### src/rtl/trap_ctrl_pkg.sv
// trap_ctrl_pkg: shared constants for the machine-mode trap controller.
//   XLEN            - architectural register width
//   CAUSE_*         - mcause exception/interrupt codes
//   ST_*            - trap FSM state encodings
//   MTVEC_*         - mtvec.MODE field values
//   mtvec_base()    - strip the mode bits from mtvec
package trap_ctrl_pkg;

  localparam int XLEN = 32;

  localparam logic [3:0] CAUSE_IFMIS = 4'd0;
  localparam logic [3:0] CAUSE_ILL   = 4'd2;
  localparam logic [3:0] CAUSE_BREAK = 4'd3;
  localparam logic [3:0] CAUSE_ECALL = 4'd11;
  localparam logic [3:0] CAUSE_MSI   = 4'd3;
  localparam logic [3:0] CAUSE_MTI   = 4'd7;
  localparam logic [3:0] CAUSE_MEI   = 4'd11;

  localparam logic [1:0] ST_IDLE = 2'd0;
  localparam logic [1:0] ST_SAVE = 2'd1;
  localparam logic [1:0] ST_JUMP = 2'd2;

  localparam logic [1:0] MTVEC_DIRECT   = 2'd0;
  localparam logic [1:0] MTVEC_VECTORED = 2'd1;

  function automatic logic [XLEN-1:0] mtvec_base(input logic [XLEN-1:0] mtvec);
    return {mtvec[XLEN-1:2], 2'b00};
  endfunction

endpackage

### src/rtl/trap_ctrl_prio.sv
// trap_prio: combinational selection of the winning trap source.
// Inputs : exception flags (ifmis, ill, ebreak, ecall), interrupt levels
//          (int_soft/int_time/int_exte), global enable mie_glb and per-source
//          enables msie/mtie/meie, faulting instruction word and fetch target.
// Outputs: take_int / take_exc (a trap source is active), cause code and
//          the mtval value that goes with it.
// Interrupts beat exceptions; MEI > MSI > MTI, ifmis > ill > ebreak > ecall.
import trap_ctrl_pkg::*;

module trap_prio (
  input  logic            excp_ifmis,
  input  logic            excp_ill,
  input  logic            ebreak,
  input  logic            ecall,
  input  logic            int_soft,
  input  logic            int_time,
  input  logic            int_exte,
  input  logic            mie_glb,
  input  logic            msie,
  input  logic            mtie,
  input  logic            meie,
  input  logic [31:0]     instr,
  input  logic [XLEN-1:0] br_tgt,
  output logic            take_int,
  output logic            take_exc,
  output logic [3:0]      code,
  output logic [XLEN-1:0] tval
);

  logic mei_p, msi_p, mti_p;

  assign mei_p = mie_glb & int_exte & meie;
  assign msi_p = mie_glb & int_soft & msie;
  assign mti_p = mie_glb & int_time & mtie;

  assign take_int = mei_p | msi_p | mti_p;
  assign take_exc = excp_ifmis | excp_ill | ebreak | ecall;

  always_comb begin
    code = 4'd0;
    tval = '0;
    if (mei_p)           code = CAUSE_MEI;
    else if (msi_p)      code = CAUSE_MSI;
    else if (mti_p)      code = CAUSE_MTI;
    else if (excp_ifmis) begin
      code = CAUSE_IFMIS;
      tval = br_tgt;
    end
    else if (excp_ill) begin
      code = CAUSE_ILL;
      tval = XLEN'(instr);
    end
    else if (ebreak)     code = CAUSE_BREAK;
    else if (ecall)      code = CAUSE_ECALL;
  end

endmodule

### src/rtl/trap_ctrl.sv
// trap_ctrl: machine-mode trap entry / mret sequencer.
// Inputs : commit-boundary instruction info, exception flags, interrupt
//          levels and enables, mtvec / mepc CSR values.
// Outputs: registered CSR write strobes (cause/epc/mtval/mstatus) and
//          pipeline controls (stall, flush, redirect + target).
// Build option: define TRAP_VECTORED_EN to route interrupts through
// vectored mtvec mode (base + 4*cause); otherwise every trap goes to base.
//
// state | meaning
// IDLE  | watch the commit boundary for a trap or mret
// SAVE  | CSR write strobes visible, pipeline stalled and flushed
// JUMP  | trap: redirect visible; mret: mstatus restore strobe visible,
//       | redirect follows on the way back to IDLE
import trap_ctrl_pkg::*;

module trap_ctrl (
  input  logic            clk,
  input  logic            rst_n,
  input  logic            instr_valid_i,
  input  logic [XLEN-1:0] pc_i,
  input  logic [31:0]     instr_i,
  input  logic            excp_ifmis_i,
  input  logic            excp_ill_i,
  input  logic            ecall_i,
  input  logic            ebreak_i,
  input  logic            mret_i,
  input  logic [XLEN-1:0] br_tgt_i,
  input  logic            int_soft_i,
  input  logic            int_time_i,
  input  logic            int_exte_i,
  input  logic            csr_mstatus_MIE_i,
  input  logic            csr_mie_msie_i,
  input  logic            csr_mie_mtie_i,
  input  logic            csr_mie_meie_i,
  input  logic [XLEN-1:0] csr_mtvec_i,
  input  logic [XLEN-1:0] csr_mepc_i,
  output logic            cause_int_o,
  output logic            cause_en_o,
  output logic [3:0]      cause_code_o,
  output logic            epc_en_o,
  output logic [XLEN-1:0] epc_val_o,
  output logic            mtval_en_o,
  output logic [XLEN-1:0] mtval_val_o,
  output logic            mstatus_trap_o,
  output logic            mstatus_mret_o,
  output logic            stall_o,
  output logic            flush_o,
  output logic            redirect_o,
  output logic [XLEN-1:0] redirect_pc_o
);

  logic [1:0]      state;
  logic            mret_path;
  logic            take_int, take_exc;
  logic [3:0]      sel_code;
  logic [XLEN-1:0] sel_tval;
  logic [XLEN-1:0] trap_tgt;
  logic            trap_req, mret_req;

  trap_prio u_prio (
    .excp_ifmis (excp_ifmis_i),
    .excp_ill   (excp_ill_i),
    .ebreak     (ebreak_i),
    .ecall      (ecall_i),
    .int_soft   (int_soft_i),
    .int_time   (int_time_i),
    .int_exte   (int_exte_i),
    .mie_glb    (csr_mstatus_MIE_i),
    .msie       (csr_mie_msie_i),
    .mtie       (csr_mie_mtie_i),
    .meie       (csr_mie_meie_i),
    .instr      (instr_i),
    .br_tgt     (br_tgt_i),
    .take_int   (take_int),
    .take_exc   (take_exc),
    .code       (sel_code),
    .tval       (sel_tval)
  );

`ifdef TRAP_VECTORED_EN
  assign trap_tgt = (csr_mtvec_i[1:0] == MTVEC_VECTORED && take_int)
                  ? mtvec_base(csr_mtvec_i) + (XLEN'(sel_code) << 2)
                  : mtvec_base(csr_mtvec_i);
`else
  logic unused_mtvec_mode;
  assign unused_mtvec_mode = ^csr_mtvec_i[1:0];
  assign trap_tgt = mtvec_base(csr_mtvec_i);
`endif

  assign trap_req = instr_valid_i & (take_int | take_exc);
  // mret only retires when nothing outranks it on the same instruction
  assign mret_req = instr_valid_i & mret_i & ~take_int & ~take_exc;

  always_ff @(posedge clk or negedge rst_n) begin
    if (!rst_n) begin
      state          <= ST_IDLE;
      mret_path      <= 1'b0;
      cause_int_o    <= 1'b0;
      cause_en_o     <= 1'b0;
      cause_code_o   <= 4'd0;
      epc_en_o       <= 1'b0;
      epc_val_o      <= '0;
      mtval_en_o     <= 1'b0;
      mtval_val_o    <= '0;
      mstatus_trap_o <= 1'b0;
      mstatus_mret_o <= 1'b0;
      stall_o        <= 1'b0;
      flush_o        <= 1'b0;
      redirect_o     <= 1'b0;
      redirect_pc_o  <= '0;
    end else begin
      cause_en_o     <= 1'b0;
      epc_en_o       <= 1'b0;
      mtval_en_o     <= 1'b0;
      mstatus_trap_o <= 1'b0;
      mstatus_mret_o <= 1'b0;
      flush_o        <= 1'b0;
      redirect_o     <= 1'b0;
      case (state)
        ST_IDLE: begin
          if (trap_req) begin
            cause_int_o    <= take_int;
            cause_code_o   <= sel_code;
            epc_val_o      <= pc_i;
            mtval_val_o    <= sel_tval;
            redirect_pc_o  <= trap_tgt;
            cause_en_o     <= 1'b1;
            epc_en_o       <= 1'b1;
            mtval_en_o     <= 1'b1;
            mstatus_trap_o <= 1'b1;
            stall_o        <= 1'b1;
            flush_o        <= 1'b1;
            mret_path      <= 1'b0;
            state          <= ST_SAVE;
          end else if (mret_req) begin
            redirect_pc_o  <= csr_mepc_i;
            mstatus_mret_o <= 1'b1;
            mret_path      <= 1'b1;
            state          <= ST_JUMP;
          end
        end
        ST_SAVE: begin
          stall_o    <= 1'b0;
          redirect_o <= 1'b1;
          state      <= ST_JUMP;
        end
        ST_JUMP: begin
          // mret enters JUMP carrying only the mstatus strobe; its redirect
          // is issued as JUMP completes
          redirect_o <= mret_path;
          mret_path  <= 1'b0;
          stall_o    <= 1'b0;
          state      <= ST_IDLE;
        end
        default: begin
          stall_o   <= 1'b0;
          mret_path <= 1'b0;
          state     <= ST_IDLE;
        end
      endcase
    end
  end

endmodule

### config.mk
export PLATFORM = sky130hd
export DESIGN_NAME = trap_ctrl
export DESIGN_NICKNAME = d
export VERILOG_FILES = /design/src/rtl/trap_ctrl_pkg.sv /design/src/rtl/trap_ctrl_prio.sv /design/src/rtl/trap_ctrl.sv
export SDC_FILE = /design/constraint.sdc
export NUM_CORES = 1
export LEC_CHECK = 0
export CAP_MARGIN = 15
export CORE_UTILIZATION = 30
export DETAILED_ROUTE_END_ITERATION = 10
export GPL_TIMING_DRIVEN = 0
export PLACE_DENSITY = 0.76
export SYNTH_ARGS = -nofsm -noshare
export SYNTH_HDL_FRONTEND = slang
export SYNTH_SLANG_ARGS = --single-unit
### constraint.sdc
create_clock -name clk -period 3.1 [get_ports clk]
set_input_delay 0.31 -clock clk [delete_from_list [all_inputs] [get_ports clk]]
set_output_delay 0.31 -clock clk [all_outputs]
set_load 0.02 [all_outputs]
# Yosys cells after proc, flatten, opt, wreduce, memory -nomap -nowiden
# Index checks and enable logic that the tools add are counted.
[totals]
ff_bits = 108
in_bits = 175
[classes]
eq_ne = 4
muxes = 28
bitwise = 19
reduce_logical = 5
[op_table]
columns = ["cell", "n"]
rows = [
  ["$mux W32", 7],
  ["$mux W4", 7],
  ["$and A1 B1 Y1", 10],
  ["$mux W1", 9],
  ["$or A1 B1 Y1", 6],
  ["$reduce_and A2 Y1", 3],
  ["$mux W2", 2],
  ["$pmux W1 S2", 2],
  ["$pmux W2 S2", 1],
  ["$ne A3 B3 Y1 const B", 1],
  ["$not A1 Y1", 3],
  ["$eq A2 B1 Y1 const B", 1],
  ["$eq A2 B2 Y1 const B", 1],
  ["$logic_not A2 Y1", 1],
  ["$ne A2 B2 Y1 const B", 1],
  ["$reduce_bool A2 Y1", 1],
]

# Depth between registers and ports, before layout
[logic_depth]
depth_word = 10
mapped_depth = 8

# Cells and area by module
# From an unflattened synthesis, not the netlist that was laid out.
[hier_totals]
cells_unflattened = 417
area_unflattened_um2 = 5257.5
[modules_own_cells]
columns = ["mod", "n_inst", "cells_per_inst", "area_per_inst_um2", "seq_area_each_um2"]
rows = [
  ["trap_ctrl", 1, 323, 4624.4, 2702.6],
  ["trap_prio", 1, 94, 633.1, 0.0],
]

# Worst setup path before layout
# No wires, ideal clock.
[synth_path]
path_kind = "register to register"
startpoint = "register state[0]"
endpoint = "register epc_val_o[10]"
arrival_ns = 1.704
path_slack_ns = 1.271
path_stages_with_launch = 9
n_path_buf = 2
synth_period_minus_slack_ns = 1.829
path_cell_list = "dfrtp_1 -> inv_1 -> ha_1 -> and2_1 -> clkbuf_1 -> nand2_4 -> inv_4 -> buf_6 -> mux2_4"
[synth_between]
elab_chain_cells = 2
[synth_rtl]
columns = ["item", "line_no", "text"]
rows = [
  ["start: declaration", "trap_ctrl.sv:52", "logic [1:0] state;"],
  ["start signal: assignment", "trap_ctrl.sv:96", "state <= ST_IDLE;"],
  ["start signal: assignment", "trap_ctrl.sv:134", "state <= ST_SAVE;"],
  ["start signal: assignment", "trap_ctrl.sv:139", "state <= ST_JUMP;"],
  ["$logic_not A2 Y1", "trap_ctrl.sv:119", "case (state)"],
  ["$reduce_and A2 Y1 (no line)", "-", ""],
  ["end signal: assignment", "trap_ctrl.sv:124", "epc_val_o <= pc_i;"],
  ["end: declaration", "trap_ctrl.sv:41", "output logic [XLEN-1:0] epc_val_o,"],
]
# Every way passes these cells.
# A chain may end at the register's enable or synchronous reset.

# Worst setup path after layout
[layout_path]
startpoint = "register state[0]"
endpoint = "register mtval_val_o[16]"
[layout_between]
elab_chain_cells = 2
[layout_rtl]
columns = ["item", "line_no", "text"]
rows = [
  ["$logic_not A2 Y1", "trap_ctrl.sv:119", ""],
  ["$reduce_and A2 Y1 (no line)", "-", ""],
  ["end signal: assignment", "trap_ctrl.sv:125", "mtval_val_o <= sel_tval;"],
  ["end: declaration", "trap_ctrl.sv:43", "output logic [XLEN-1:0] mtval_val_o,"],
]
# Every way passes these cells.

==> impl_metrics.yaml <==
synthesis:
  async_flop_share_pct: 100
  yosysWarnings: 0
  synth_top_cell_by_area: "dfrtp_1"
  synth-seq-cells: 108
  syn_avg_cell_area_um2: 13.3
  synth_nets: 531
  netlist.area_leader.share_pct: 57.5
  synth_area_leaders: "dfrtp_1 58%, mux2_4 8.0%, o2bb2ai_1 6.3%, a2bb2oi_1 5.6%, a22oi_1 5.3%"
  ys_types: 37
  postSynthCellCount: 353
  synth.most_common_cell: "dfrtp_1"
  yosys-top-cells-count: "108 x dfrtp_1, 34 x o2bb2ai_1, 33 x a22oi_1"
  synth_area_um2: 4700
  synth_edf_count: 0
  seq_area_frac_synth_pct: 57.5
  synth-main-ff-cell: "dfrtp_1"
setup_path:
  r2r_setup_slack_ps: 820
  worst_setup_path_start_kind: "flop"
  reg2reg_from: "state[0]$_DFFE_PN0P_"
  worstPathRequired_ps: 3360
  reg2regPathDepth: 7
  end_kind: "flop"
  worst-path-max-fanout: 10
  rr_endpoint: "mtval_val_o[16]$_DFFE_PN0P_"
  crit_type: "reg -> reg"
  crit_arrival_ps: 2540
timing:
  fin_crit_sh_pct: 73.6
  timing.fmax_mhz: 438
  fin_ws_ps: 819
  rsz0062_at_grt: "no"
  worst_slew_pin_slew_ps: 677
  hold_viol: 6
  timing.setup.tns_ps: 0
  holdWs_ps: -15.4
  clock_skew_ps: 5.65
  setup_viol_count_final: 0
  drv_slew: 0
  period_needed_ps: 2280
  slew_headroom_pct: 54.9
floorplanning:
  row_count: 45
  design.core.area_um2: 15300
  die_width_um: 127
  ios: 284
  die_h_um: 127
  start_util_pct: 30.8
  die_area_um2: 16200
hold_path:
  hp-class: "in -> async"
detailed_routing:
  post_drt_wl_per_cell_um: 17.3
  vias: 4217
  drt_iter0_markers: 121
  drt_pass1_iterations: 4
  ant_nets: 0
  drc: 0
  routed_via_density: 4.90
  routed_wl_mm: 14.9
grt:
  grt_pass1_vias: 4600
  antenna_found_initial: 0
  grtUsageTotal_pct: 18.4
  grt_pass1_wl_mm: 23.3
  grt_max_degree: 59
  grt-ovfl-total: 0
cts:
  clock_latency_ps: 340
  cts.htree.levels: 3
  cts_resized: 0
  clkTransAtPathRegs_ps: 70
  cts_setup_buffers: 0
  cts_root_buf: "clkbuf_16"
  cts-hold-fix-buffers: 0
  clockBufferDepth: 2
  cts.sinks: 108
  cts_tree: "done"
  cts_buffers: 9
power:
  ir_worst_vdd_v: 0.000471
  power_density_nw_per_um2: 940
  p_leak_uw: 0.00327
  finalPower_uw: 7590
outcome:
  status: "finished with violations"
  violations: "hold timing"
finish:
  area_growth_pct: 72.0
  layout-drive-gt1-share_pct: 11.1
  finalNetCount: 823
  diodes: 0
  final_cell_area_um2: 8080
place:
  gp_congestion: 0.794
  dp_slack_ps: 568
  placement.cell_area_um2: 7790
  place.detailed.hpwl_mm: 11.7
  io_buffers: 280
job:
  cap_viol_max_count: 0
==> layout by cell type, fill, tap and decap left out, types with 3 or more instances in the layout <==
cell type / instances
buf_2: 10
o2bb2ai_1: 34
a21oi_1: 5
buf_6: 4
a22oi_1: 33
clkbuf_16: 9
mux2_4: 25
inv_1: 6
o21a_1: 3
buf_4: 5
o22ai_1: 30
dfrtp_1: 108
nand2_1: 6
nand3_1: 3
mux2_2: 7
ha_1: 3
clkdlybuf4s50_1: 279
a2bb2oi_1: 30
nor2_1: 4
clkbuf_1: 16
==> area by class of cell <==
| class | instances | area [um2] |
|---|---|---|
| inverters | 7 | 28.8 |
| flip-flops and latches | 108 | 2700 |
| clock inverters | 6 | 65.1 |
| multi-input cells | 204 | 1780 |
| well taps | 211 | 264 |
| plain buffers | 34 | 185 |
| fillers | 1307 | 7180 |
| repair buffers | 281 | 2830 |
| clock buffers | 9 | 225 |
==> per-layer routing <==
metal / up-vias / share of wire, % / wire length (um) / global-route usage (%)
li1: 1950 / - / - / -
met1: 2059 / 40 / 5930 / 20.7
met2: 188 / 50 / 7410 / 32.9
met3: 20 / 8.0 / 1180 / 5.32
met4: 0 / 2.2 / 332 / 7.42
met5: - / 0 / 0 / 0
==> where the power goes <==
part,switching [uW],internal [uW]
Combinational,1830,2150
Clock,513,624
Sequential,391,2090
Total,2730,4860
==> sequential cells by signal (all words and copies together), names as in the netlist <==
register,count
redirect_o,1
cause_code_o,4
cause_int_o,1
state,2
stall_o,1
flush_o,1
mstatus_mret_o,1
mtval_val_o,32
epc_val_o,32
mret_path,1
redirect_pc_o,32
==> cell families (layout without fill, tap and decap cells) <==
kind of cell,count (synthesis),count (layout),share of synthesized area [%]
AO/OA/AOI/OAI,146,146,24.9
multiplexers,32,32,9.67
buffers and inverters,41,337,4.55
adder cells (fa/ha/maj),3,3,0.799
flip-flops,108,108,57.5
AND/OR/NAND/NOR,23,23,2.58
==> critical path, stage by stage (launching register included) <==
cell       delay, ps
dfrtp_1          400
inv_1             90
ha_1             220
and2_1           140
clkbuf_1         410
nand4_1          410
buf_2            320
o2bb2ai_1        190
==> per-stage QoR <==
step                      utilization (%)  instances
after floorplan                         -        353
after CTS                            53.0        860
after global routing                 53.0        860
final                                53.0        860
after detailed placement             51.1        845
after global placement               50.9        844
==> worst max path at each step <==
stage | from | end | depth (start not counted)
finish | state[0]$_DFFE_PN0P_ | mtval_val_o[16]$_DFFE_PN0P_ | 7
global route | state[0]$_DFFE_PN0P_ | mtval_val_o[16]$_DFFE_PN0P_ | 7
CTS | state[0]$_DFFE_PN0P_ | mtval_val_o[16]$_DFFE_PN0P_ | 7
detailed placement | csr_mstatus_MIE_i | redirect_pc_o[17]$_DFFE_PN0P_ | 6
global placement | rst_n | epc_val_o[17]$_DFFE_PN0P_ | 1
floorplan | state[0]$_DFFE_PN0P_ | epc_val_o[10]$_DFFE_PN0P_ | 8
Note: power is estimated with default switching activity, not from simulation.
